### config.mk
export PLATFORM = sky130hd
export DESIGN_NAME = imm_extend_pipe
export DESIGN_NICKNAME = d
export VERILOG_FILES = /design/src/rtl/imm_pkg.sv /design/src/rtl/imm_extend_core.sv /design/src/rtl/imm_extend_pipe.sv
export SDC_FILE = /design/constraint.sdc
export NUM_CORES = 1
export LEC_CHECK = 0
export BUFFER_PORTS_ARGS = -buffer_cell sky130_fd_sc_hd__buf_4
export CAP_MARGIN = 10
export CORE_MARGIN = 2
export CORE_UTILIZATION = 25
export DETAILED_ROUTE_END_ITERATION = 8
export PLACE_DENSITY = 0.54
export SLEW_MARGIN = 5
export SYNTH_ARGS = -nofsm -noshare
export SYNTH_HDL_FRONTEND = slang
export SYNTH_HIERARCHICAL = 1
export SYNTH_SLANG_ARGS = --single-unit
### constraint.sdc
create_clock -name clk -period 3.8 [get_ports clk]
set_input_delay 0.76 -clock clk [delete_from_list [all_inputs] [get_ports clk]]
set_output_delay 0.76 -clock clk [all_outputs]
set_load 0.01 [all_outputs]
### src/rtl/imm_pkg.sv
// Shared encodings for the immediate extender: mode codes and control field widths.
package imm_pkg;

  localparam int MODE_W  = 2;
  localparam int SHAMT_W = 2;

  localparam logic [MODE_W-1:0] IMM_ZEXT     = 2'd0;
  localparam logic [MODE_W-1:0] IMM_SEXT     = 2'd1;
  localparam logic [MODE_W-1:0] IMM_SEXT_SHL = 2'd2;
  localparam logic [MODE_W-1:0] IMM_LUI      = 2'd3;

endpackage

### src/rtl/imm_extend_core.sv
// Combinational immediate extension: zero/sign extend, shifted sign extend with
// overflow detect, and load-upper placement. Zero latency, no flow control.
module imm_extend_core
  import imm_pkg::*;
#(
  parameter int IN_W  = 8,
  parameter int OUT_W = 16
) (
  input  logic [IN_W-1:0]    imm_i,
  input  logic [MODE_W-1:0]  mode_i,
  input  logic [SHAMT_W-1:0] shamt_i,
  output logic [OUT_W-1:0]   data_o,
  output logic               ovf_o
);

  // Three guard bits cover the largest shift, so the wide value is exact.
  localparam int WIDE_W = OUT_W + 3;

  logic [WIDE_W-1:0] wide_sext;
  logic [WIDE_W-1:0] wide_shl;
  logic [2:0]        guard_bits;

  assign wide_sext  = WIDE_W'($signed(imm_i));
  assign wide_shl   = wide_sext << shamt_i;
  assign guard_bits = wide_shl[WIDE_W-1:OUT_W];

  always_comb begin
    data_o = '0;
    ovf_o  = 1'b0;
    case (mode_i)
      IMM_ZEXT: data_o = OUT_W'(imm_i);
      IMM_SEXT: data_o = wide_sext[OUT_W-1:0];
      IMM_SEXT_SHL: begin
        data_o = wide_shl[OUT_W-1:0];
        ovf_o  = (guard_bits != {3{wide_shl[OUT_W-1]}});
      end
      IMM_LUI:  data_o = OUT_W'(imm_i) << (OUT_W - IN_W);
      default: begin
        data_o = '0;
        ovf_o  = 1'b0;
      end
    endcase
  end

endmodule

### src/rtl/imm_extend_pipe.sv
// Pipelined immediate extender: one output register plus a one-entry skid buffer,
// 1-cycle latency, full throughput; in_ready depends only on registered state and rst.
module imm_extend_pipe
  import imm_pkg::*;
#(
  parameter int IN_W  = 8,
  parameter int OUT_W = 16,
  parameter int CNT_W = 16
) (
  input  logic               clk,
  input  logic               rst,
  input  logic               in_valid,
  output logic               in_ready,
  input  logic [IN_W-1:0]    in_imm,
  input  logic [MODE_W-1:0]  in_mode,
  input  logic [SHAMT_W-1:0] in_shamt,
  output logic               out_valid,
  input  logic               out_ready,
  output logic [OUT_W-1:0]   out_data,
  output logic               out_ovf,
  output logic [CNT_W-1:0]   xfer_cnt
);

  logic [OUT_W-1:0] core_dat;
  logic             core_ovf;

  logic             out_vld_q, out_vld_d;
  logic [OUT_W-1:0] out_dat_q, out_dat_d;
  logic             out_ovf_q, out_ovf_d;
  logic             skid_vld_q, skid_vld_d;
  logic [OUT_W-1:0] skid_dat_q, skid_dat_d;
  logic             skid_ovf_q, skid_ovf_d;
  logic [CNT_W-1:0] cnt_q, cnt_d;

  logic in_fire;
  logic out_fire;
  logic out_free;

  imm_extend_core #(
    .IN_W  (IN_W),
    .OUT_W (OUT_W)
  ) u_core (
    .imm_i   (in_imm),
    .mode_i  (in_mode),
    .shamt_i (in_shamt),
    .data_o  (core_dat),
    .ovf_o   (core_ovf)
  );

  assign in_ready = !skid_vld_q && !rst;
  assign in_fire  = in_valid && in_ready;
  assign out_fire = out_vld_q && out_ready;
  assign out_free = !out_vld_q || out_ready;

  always_comb begin
    out_vld_d  = out_vld_q;
    out_dat_d  = out_dat_q;
    out_ovf_d  = out_ovf_q;
    skid_vld_d = skid_vld_q;
    skid_dat_d = skid_dat_q;
    skid_ovf_d = skid_ovf_q;
    cnt_d      = out_fire ? cnt_q + CNT_W'(1) : cnt_q;

    if (out_free) begin
      // A parked skid entry is older than anything on the input, so it goes first.
      if (skid_vld_q) begin
        out_vld_d  = 1'b1;
        out_dat_d  = skid_dat_q;
        out_ovf_d  = skid_ovf_q;
        skid_vld_d = 1'b0;
      end else if (in_fire) begin
        out_vld_d = 1'b1;
        out_dat_d = core_dat;
        out_ovf_d = core_ovf;
      end else begin
        out_vld_d = 1'b0;
      end
    end else if (in_fire) begin
      skid_vld_d = 1'b1;
      skid_dat_d = core_dat;
      skid_ovf_d = core_ovf;
    end
  end

  always_ff @(posedge clk) begin
    if (rst) begin
      out_vld_q  <= 1'b0;
      out_dat_q  <= '0;
      out_ovf_q  <= 1'b0;
      skid_vld_q <= 1'b0;
      skid_dat_q <= '0;
      skid_ovf_q <= 1'b0;
      cnt_q      <= '0;
    end else begin
      out_vld_q  <= out_vld_d;
      out_dat_q  <= out_dat_d;
      out_ovf_q  <= out_ovf_d;
      skid_vld_q <= skid_vld_d;
      skid_dat_q <= skid_dat_d;
      skid_ovf_q <= skid_ovf_d;
      cnt_q      <= cnt_d;
    end
  end

  assign out_valid = out_vld_q;
  assign out_data  = out_dat_q;
  assign out_ovf   = out_ovf_q;
  assign xfer_cnt  = cnt_q;

endmodule

Word level (Yosys, flattened, before mapping)
Cells that the tools add are included.
{"block": "word_totals", "out_inout_bits": 35, "ff_bits": 52, "input_bits": 16}
{"block": "classes", "n_addsub": 1, "reduce_logical": 12, "bitwise_logic": 1, "mux": 8, "shift": 1, "n_eq_ne": 4}
{"op": "case mux 16 bit (4 select lines)", "count": 1}
{"op": "2-to-1 mux 16 bit", "count": 2}
{"op": "left shift 19 x 2 -> 19 bit", "count": 1}
{"op": "adder 16 x 1 -> 16 bit, second input constant", "count": 1}
{"op": "2-to-1 mux 1 bit", "count": 5}
{"op": "equality test 2 bit, second input constant", "count": 2}
{"op": "AND reduction 2 bit", "count": 2}
{"op": "logical AND 1 bit", "count": 3}
{"op": "zero test 1 bit", "count": 3}
{"op": "inequality test 3 bit", "count": 1}
{"op": "equality test 2 x 1 -> 1 bit, second input constant", "count": 1}
{"op": "zero test 2 bit", "count": 1}
{"op": "nonzero test 2 bit", "count": 1}
{"op": "OR reduction 2 bit", "count": 1}
{"op": "logical OR 1 bit", "count": 1}
{"op": "inverter 1 bit", "count": 1}

Longest topological paths before layout
Gate-level depths: netlist (run 1).
{"block": "logic_depth", "word_depth": 5, "depth_mapped": 7}

Modules after synthesis
The synthesis (run 1) kept the hierarchy.
{"module": "imm_extend_pipe", "seq_area_each_um2": 1041.0, "cells_each": 246, "instances": 1, "area_per_inst_um2": 2130.8}
{"module": "imm_extend_core", "seq_area_each_um2": 0.0, "cells_each": 64, "instances": 1, "area_per_inst_um2": 445.4}

Worst setup path after synthesis (run 1)
Ideal clock, no wire load.
{"block": "synth_timing", "path_kind": "in2reg", "from": "in rst", "to": "reg skid_dat_q[1]", "cell_stages": 7, "path_buffers": 3, "t_arrival_ps": 2047, "required_time_ps": 3730, "setup_slack_ps": 1683, "setup_ps": 70, "cell_sequence": "clkbuf_1 > nor2_1 > and3_1 > clkbuf_1 > clkbuf_1 > nand2_1 > a21oi_1"}
{"block": "synth_via", "elab_chain_cells": 4}
{"element": "start: declaration", "line": "imm_extend_pipe.sv:11", "rtl": "input logic rst,"}
{"element": "zero test 1 bit", "line": "imm_extend_pipe.sv:50", "rtl": "assign in_ready = !skid_vld_q && !rst;"}
{"element": "logical AND 1 bit", "line": "imm_extend_pipe.sv:50"}
{"element": "net in_ready", "line": "imm_extend_pipe.sv:13", "rtl": "output logic in_ready,"}
{"element": "logical AND 1 bit", "line": "imm_extend_pipe.sv:51", "rtl": "assign in_fire = in_valid && in_ready;"}
{"element": "AND reduction 2 bit (no source line)"}
{"element": "end signal: assignment", "line": "imm_extend_pipe.sv:99", "rtl": "skid_dat_q <= skid_dat_d;"}
{"element": "end: declaration", "line": "imm_extend_pipe.sv:31", "rtl": "logic [OUT_W-1:0] skid_dat_q, skid_dat_d;"}
The timed path passes the listed nets, and every way through them passes these cells.
A chain may end at the register's enable or synchronous reset.

Final worst setup path (run 1)
{"block": "layout_timing", "from": "in rst", "to": "out in_ready"}
{"block": "layout_via", "elab_chain_cells": 2}
{"element": "zero test 1 bit", "line": "imm_extend_pipe.sv:50"}
{"element": "logical AND 1 bit", "line": "imm_extend_pipe.sv:50"}
{"element": "end: declaration", "line": "imm_extend_pipe.sv:13"}
No other way between the ends.

==> impl_results.md, run 1 <==
* Fin crit period at ~2300 ps
* DRT Pass-1 Iters at 4
* Post-synth ARST share at 0%
* CP max FO at between 50 and 60
* Max clock buf depth at 2
* Final Cell Area at approximately 3100 um2
* Global Route Usage Sum at a little over a tenth
* Setup violators final at 0
* Sequential area share after synthesis at roughly two fifths
* CTS root buffer: clkbuf_8
* Syn avg cell area at about 8.3 um2
* Ys flop type: dfxtp_1
* Max cap viols at 0
* Syn_nets at ~330
* WS Path Type: input pin to primary output
* Hold slack at about 460 ps
* Number of global-route vias before repair at just under 2,000
* Data required time of the critical path at between 3000 and 4000 ps
* Port buffer count at 50
* Commonest cells in the synthesized netlist: dfxtp_1 (52), nand2_1 (46), nor2_1 (34)
* First-pass GRT wire length at between 9 and 10 mm
* Internal power at ~800 uW
* Hold Crit Class: flip-flop to flip-flop
* Leak at about 1.1 nW
* Share of the synthesized area in the top cell type at 40.4%
* DR iter-0 viols at 88
* Initial antenna violation count at 0
* Sw Pwr at about 270 uW
* Hold_buf cts at 0
* DR vias/cell at 4.48
* Crit end category: primary output
* Ys Warns at 6
* Critical Path AT at approximately 1600 ps
* DIE HEIGHT at ~110 um
* Startpoint Class: input pin
* Most common cell in the synthesized netlist: dfxtp_1
* Status: completed
* Core ar. at roughly 10,000 um2
* Dpl hpwl at between 4 and 5 mm
* Post-synth top area cell: dfxtp_1
* CTS clock-pin slew for the worst setup and hold paths at about 90 ps
* Initial Utilization at about 25%
* DR vias at about 2,200
* Sw Ratio at 25.8%
* Setup Skew at ~6.7 ps
* Comb power frac at 15.2%
* GP Congestion at a little under 0.8
* Share of cells above drive strength 1 at between 10% and 20%
* Final Util at a little under a third
* PD cells at 337 nW/um2
* Final worst path period share at approximately three fifths
* Sum of negative setup slack at 0 ps
* Standard-cell rows at 37
* Relative slew slack at between 50% and 60%
* Routed wire length at 6.02 mm
* Top Ports at 51
* Number of synthesized flops with an enable pin at 0
* Largest cells by area after synthesis: dfxtp_1 (40%), mux2i_1 (7.4%), nand2_1 (6.7%)
* Count of different cell masters after synthesis at 42
* CTS tree: yes
* CTS Buf Count at 5
* Mapped cell area at around 2600 um2
* Post-CTS sizing at 0
* Die X at 106 um
* Latest clock arrival within the worst-skew pair at 300 ps
* Worst-Margin Slew at ~700 ps
* Post-route ant nets at 0
* Area growth, synth to finish at 21.7%
* Fillers at around 1,100
* Peak supply drop at around 0.13 mV
* Routed len/inst at roughly 12 um
* H-tree depth at 2
* Yosys reg bits at 52
* Layout Nets at 365
* Fmax at 433 MHz
* Setup bufs post-CTS at 0
* Final hold vios at 0
* Drt drc at 0
* Slew Limit Fails at 0
* CTS sink cnt at 52
* Placed inst area at a little over 3000 um2
* Antenna Cells at 0
* Clock Power Share at ~30%
* Mapped Cells at a little over 300
* RSZ-0062 raised after global routing: no
* Total gr overflow at 0
* Largest net degree at the start of global routing at 56
* Sequential cell fraction of total power at a little over half
* Die area at about 11,000 um2
==> cells in the final DEF, fill, tap and decap left out, types with 5 or more instances in the layout <==
master / count
buf_4: 52
dfxtp_1: 52
nand2_1: 46
nor2_1: 34
a21oi_1: 25
mux2i_1: 19
a211oi_1: 18
inv_1: 12
xnor2_1: 9
nand3_1: 8
o21ai_0: 8
clkbuf_8: 6
nor3_1: 5
==> layer usage <==
layer	global-route usage, %	vias up	wire [um]
met3	2.16	5	161
met1	15.3	994	3070
li1	-	1148	-
met4	3.38	0	70
met2	17.1	26	2720
met5	0	-	0
==> kinds of logic (layout without fill, tap and decap cells) <==
kind of cell / Yosys count / count (layout) / share of synthesized area [%]
buffers and inverters: 33 / 72 / 5.44
AOI/OAI and AO/OA: 64 / 64 / 15.6
and+or+nand+nor: 123 / 123 / 22.5
other: 1 / 1 / 0.146
xor gates and xnor gates: 10 / 10 / 3.40
muxes: 26 / 26 / 12.0
adders and majority gates: 1 / 1 / 0.486
DFF: 52 / 52 / 40.4
==> sequential cells by signal, indices dropped and copies added (netlist names) <==
name,count
out_ovf,1
out_data,16
skid_dat_q,16
out_valid,1
skid_vld_q,1
xfer_cnt,16
skid_ovf_q,1
==> final timing paths <==
check | cells past startpoint | to | slack (ps) | start
setup / recovery | 3 | in_ready | 1490 | rst
hold / removal | 2 | skid_dat_q[7] | 460 | skid_dat_q[7]
setup reg to reg | 5 | xfer_cnt[14] | 1930 | xfer_cnt[0]
hold reg to reg | 2 | skid_dat_q[7] | 460 | skid_dat_q[7]
==> power by group through the flow <==
stage / clock (mW) / combinational, mW / sequential (mW)
floorplan: 0 / 0.0934 / 0.593
global placement: 0 / 0.161 / 0.588
detailed placement: 0 / 0.163 / 0.589
CTS: 0.338 / 0.163 / 0.576
global route: 0.363 / 0.179 / 0.578
finish: 0.321 / 0.161 / 0.575
==> worst max-delay path: stages <==
cell and delay [ps]:
buf_4 450, nor2_1 130, buf_4 180
==> per-stage QoR <==
step,worst slack [ps],std cells,total power [mW]
final,1490,485,1.06
after global routing,1440,485,1.12
after CTS,1490,485,1.08
after detailed placement,1480,477,0.751
after global placement,1500,477,0.749
after floorplan,1680,310,0.687
==> area by class of cell <==
class | count | area [um2] | share of cell area, %
clock inverters | 1 | 7.51 | 0.239
flip-flops and latches | 52 | 1040 | 33.2
inverters | 12 | 45.0 | 1.44
repair buffers | 52 | 390 | 12.5
clock buffers | 7 | 86.3 | 2.75
multi-input cells | 225 | 1400 | 44.5
well taps | 136 | 170 | 5.43
Note: power is estimated with default switching activity, not from simulation.
==> inputs of run 2 (changes only) <==
ABC_AREA = 1   (was not set)
PLACE_DENSITY = 0.56   (was 0.54)
clock period = 1.9 ns   (was 3.8 ns; I/O delays follow)
==> run 2 against run 1 <==
  * Largest cell class unchanged
  * Largest power group unchanged
  * Final cell count up 20%
  * Clock-buffer cell count down 2
  * Via count up 17%
==> impl_results.md, run 2 <==
* Largest net degree at the start of global routing at 51 (was 56)
* First-pass GRT wire length at 11.2 mm (was 9.96 mm)
* CP max FO at 5 (was 55)
* Post-synthesis adder-cell area fraction at 0.459% (was 0.486%)
* Total gr overflow at 0 (unchanged)
* Hold Crit Class: input pin to flip-flop (was flip-flop to flip-flop)
* Crit end category: flip-flop (was primary output)
* RSZ-0062 raised after global routing: no (unchanged)
* DR vias/cell at 4.38 (was 4.48)
* Yosys reg bits at 52 (unchanged)
* Die area at 11,800 um2 (was 11,100 um2)
* Worst path max stage delay at 410 ps (was 450 ps)
* Syn_nets at 413 (was 327)
* Fin crit period at between 1000 and 1500 ps
* Initial antenna violation count at 0 (unchanged)
* Die X at 108 um (was 106 um)
* FF-to-FF setup slack at 420 ps (was 1930 ps)
* DIE HEIGHT at 108 um (was 106 um)
* Compound-gate portion of the synthesized area at 15.1% (was 15.6%)
* Setup violators final at 0 (unchanged)
* Fillers at 1,233 (was 1,111)
* Critical-path cell list: ha_1, nand3_1, nor3_2, nand3_1, nand2_1, nand2_1, nor2_1 (was buf_4, nor2_1, buf_4)
* CTS Buf Count at 5 (unchanged)
* Total power at 2.39 mW (was 1.06 mW)
* Post-Synth Simple-Gate Area at 32.3% (was 22.5%)
* Sum of negative setup slack at 0 ps (unchanged)
* Layout Nets at 457 (was 365)
* Global Route Usage Sum at 11.7% (was 11.0%)
* Mapped cell area at 2730 um2 (was 2580 um2)
* Peak supply drop at 0.307 mV (was 0.132 mV)
* H-tree depth at 2 (unchanged)
* DR vias at 2,544 (was 2,173)
* Count of different cell masters after synthesis at 32 (was 42)
* Most frequent cells in the layout: nand2_1 (83), nor2_1 (78), buf_4 (53) (was buf_4 (52), dfxtp_1 (52), nand2_1 (46))
* PD cells at 719 nW/um2 (was 337 nW/um2)
* Port buffer count at 50 (unchanged)
* Max cap viols at 0 (unchanged)
* Post-route ant nets at 0 (unchanged)
* Commonest cells in the synthesized netlist: nand2_1 (83), nor2_1 (78), dfxtp_1 (52) (was dfxtp_1 (52), nand2_1 (46), nor2_1 (34))
* Hold_sp: rst (was skid_dat_q[7])
* Max clock buf depth at 2 (unchanged)
* Mapped Cells at 396 (was 310)
* Routed wire length at 6.56 mm (was 6.02 mm)
* Most common cell after layout, fill and taps aside: nand2_1
* Crit-path slowest cell: dfxtp_1 (was buf_4)
* Hold_buf cts at 0 (unchanged)
* Number of global-route vias before repair at 2,385 (was 1,957)
* Routed len/inst at 11.3 um (was 12.4 um)
* Slew Limit Fails at 0 (unchanged)
* Startpoint Class: flip-flop (was input pin)
* Top Ports at 51 (unchanged)
* Final hold vios at 0 (unchanged)
* GP Congestion at 0.838 (was 0.791)
* Fmax at 676 MHz
* Ys Warns at 6 (unchanged)
* CTS root buffer: clkbuf_8 (unchanged)
* Final Util at 30.9% (was 30.8%)
* Number of synthesized flops with an enable pin at 0 (unchanged)
* Reg-to-reg critical path startpoint: xfer_cnt[1] (was xfer_cnt[0])
* Setup bufs post-CTS at 0 (unchanged)
* Setup Skew at 9.33 ps (was 6.69 ps)
* Final Cell Area at 3320 um2 (was 3140 um2)
* Core ar. at 10,700 um2 (was 10,200 um2)
* Hold Path Sink: out_valid (was skid_dat_q[7])
* Syn avg cell area at 6.88 um2 (was 8.31 um2)
* Final worst path period share at about 80%
* Critical Path AT at 1730 ps (was 1550 ps)
* WS Path Type: flip-flop to flip-flop (was input pin to primary output)
* Most common cell in the synthesized netlist: nand2_1 (was dfxtp_1)
* Mux cell area share after synthesis at 3.72% (was 12.0%)
* Post-CTS sizing at 0 (unchanged)
* Dpl hpwl at 4.93 mm (was 4.27 mm)
* Share of cells above drive strength 1 at 20.2% (was 19.8%)
* CTS sink cnt at 52 (unchanged)
* Worst reg2reg path depth at 7 (was 5)
* Standard-cell rows at 38 (was 37)
* Placed inst area at 3180 um2 (was 3040 um2)
* DRT Pass-1 Iters at 4 (unchanged)
* Antenna Cells at 0 (unchanged)
* CTS tree: yes (unchanged)
* Hold path cells at 2 (unchanged)
* Largest cells by area after synthesis: dfxtp_1 (38%), nand2_1 (11%), nor2_1 (11%) (was dfxtp_1 (40%), mux2i_1 (7.4%), nand2_1 (6.7%))
* Status: completed (unchanged)
* Data required time of the critical path at 2150 ps (was 3040 ps)
* Latest clock arrival within the worst-skew pair at 310 ps (was 300 ps)
* Sequential Area at 1040 um2 (unchanged)
* Post-synth ARST share at 0% (unchanged)
* Worst r2r dst: xfer_cnt[12] (was xfer_cnt[14])
* Sequential area share after synthesis at 38.2% (was 40.4%)
* Drt drc at 0 (unchanged)
* Area occupied by multi-input gates at 1410 um2 (was 1400 um2)
* Ys flop type: dfxtp_1 (unchanged)
* CTS clock-pin slew for the worst setup and hold paths at 100 ps (was 90 ps)
* Largest family of logic cells by synthesized area: simple AND/OR/NAND/NOR gates (unchanged)
* Share of the synthesized area in the top cell type at 38.2% (was 40.4%)
* Post-synth top area cell: dfxtp_1 (unchanged)
* DR iter-0 viols at 171 (was 88)
* Area growth, synth to finish at 21.8% (was 21.7%)
* Initial Utilization at 25.4% (was 25.3%)
* Leak at 1.44 nW (was 1.15 nW)
* Synth Area in XOR/XNOR at 0% (was 3.40%)
==> run 2: changes by cell type after synthesis, moves of 5 or more <==
| cell | previous run | this run |
|---|---|---|
| buf_6 | 1 | 6 |
| mux2i_1 | 19 | 0 |
| inv_1 | 12 | 34 |
| a21oi_1 | 25 | 17 |
| clkbuf_1 | 13 | 5 |
| xnor2_1 | 9 | 0 |
| nor2_1 | 34 | 78 |
| nand2_1 | 46 | 83 |
| nand3_1 | 8 | 25 |
| o21ai_0 | 8 | 50 |
| a211oi_1 | 18 | 0 |
| mux2_2 | 2 | 9 |
==> run 2: where the power goes <==
group | leakage (nW) | switching, mW | internal [mW]
combinational | 0.952 | 0.194 | 0.137
clock | 0.0687 | 0.378 | 0.530
sequential | 0.423 | 0.0220 | 1.13
==> run 2: layer usage <==
metal / up-vias / track usage (%) / wire length, um
met1: 1130 / 15.9 / 3230
met4: 0 / 2.47 / 57
met3: 6 / 2.29 / 310
met2: 58 / 19.2 / 2960
li1: 1350 / - / -
met5: - / 0 / 0
==> run 2: logic make-up after synthesis <==
group | after synthesis
other | 1
DFF | 52
muxes | 9
and+or+nand+nor | 200
buffers and inverters | 56
adders and majority gates | 1
AOI/OAI and AO/OA | 77
==> run 2: critical path, delay by kind of cell, from the launching register on <==
family        cells  cell delay (ps)
fa+ha+maj         1              210
flops             1              410
simple gates      6              800
==> run 2: worst max path at each step <==
stage                      from      endpoint  slack (ps)  cells past startpoint
global route        xfer_cnt[1]  xfer_cnt[12]         250                      7
CTS                 xfer_cnt[1]  xfer_cnt[12]         410                      7
finish              xfer_cnt[1]  xfer_cnt[12]         420                      7
floorplan            in_mode[1]  out_data[11]         560                      8
detailed placement   in_mode[1]  out_data[11]         380                      8
global placement     in_mode[1]  out_data[11]         410                      8
==> run 2: layout make-up <==
| type | count | share of cell area, % |
|---|---|---|
| tap | 140 | 5.28 |
| clock buffer | 5 | 2.07 |
| inverter | 40 | 4.75 |
| multi-input combinational | 288 | 42.5 |
| timing repair buffer | 53 | 12.0 |
| sequential | 52 | 31.3 |
| clock inverter | 3 | 2.07 |
==> run 2: per-stage QoR <==
| step | hold slack [ps] | worst slack [ps] | std cells |
|---|---|---|---|
| after detailed placement | 473 | 379 | 573 |
| after CTS | 316 | 411 | 581 |
| after global routing | 320 | 246 | 581 |
| final | 330 | 421 | 581 |
| after global placement | 456 | 408 | 573 |
| after floorplan | 449 | 560 | 396 |
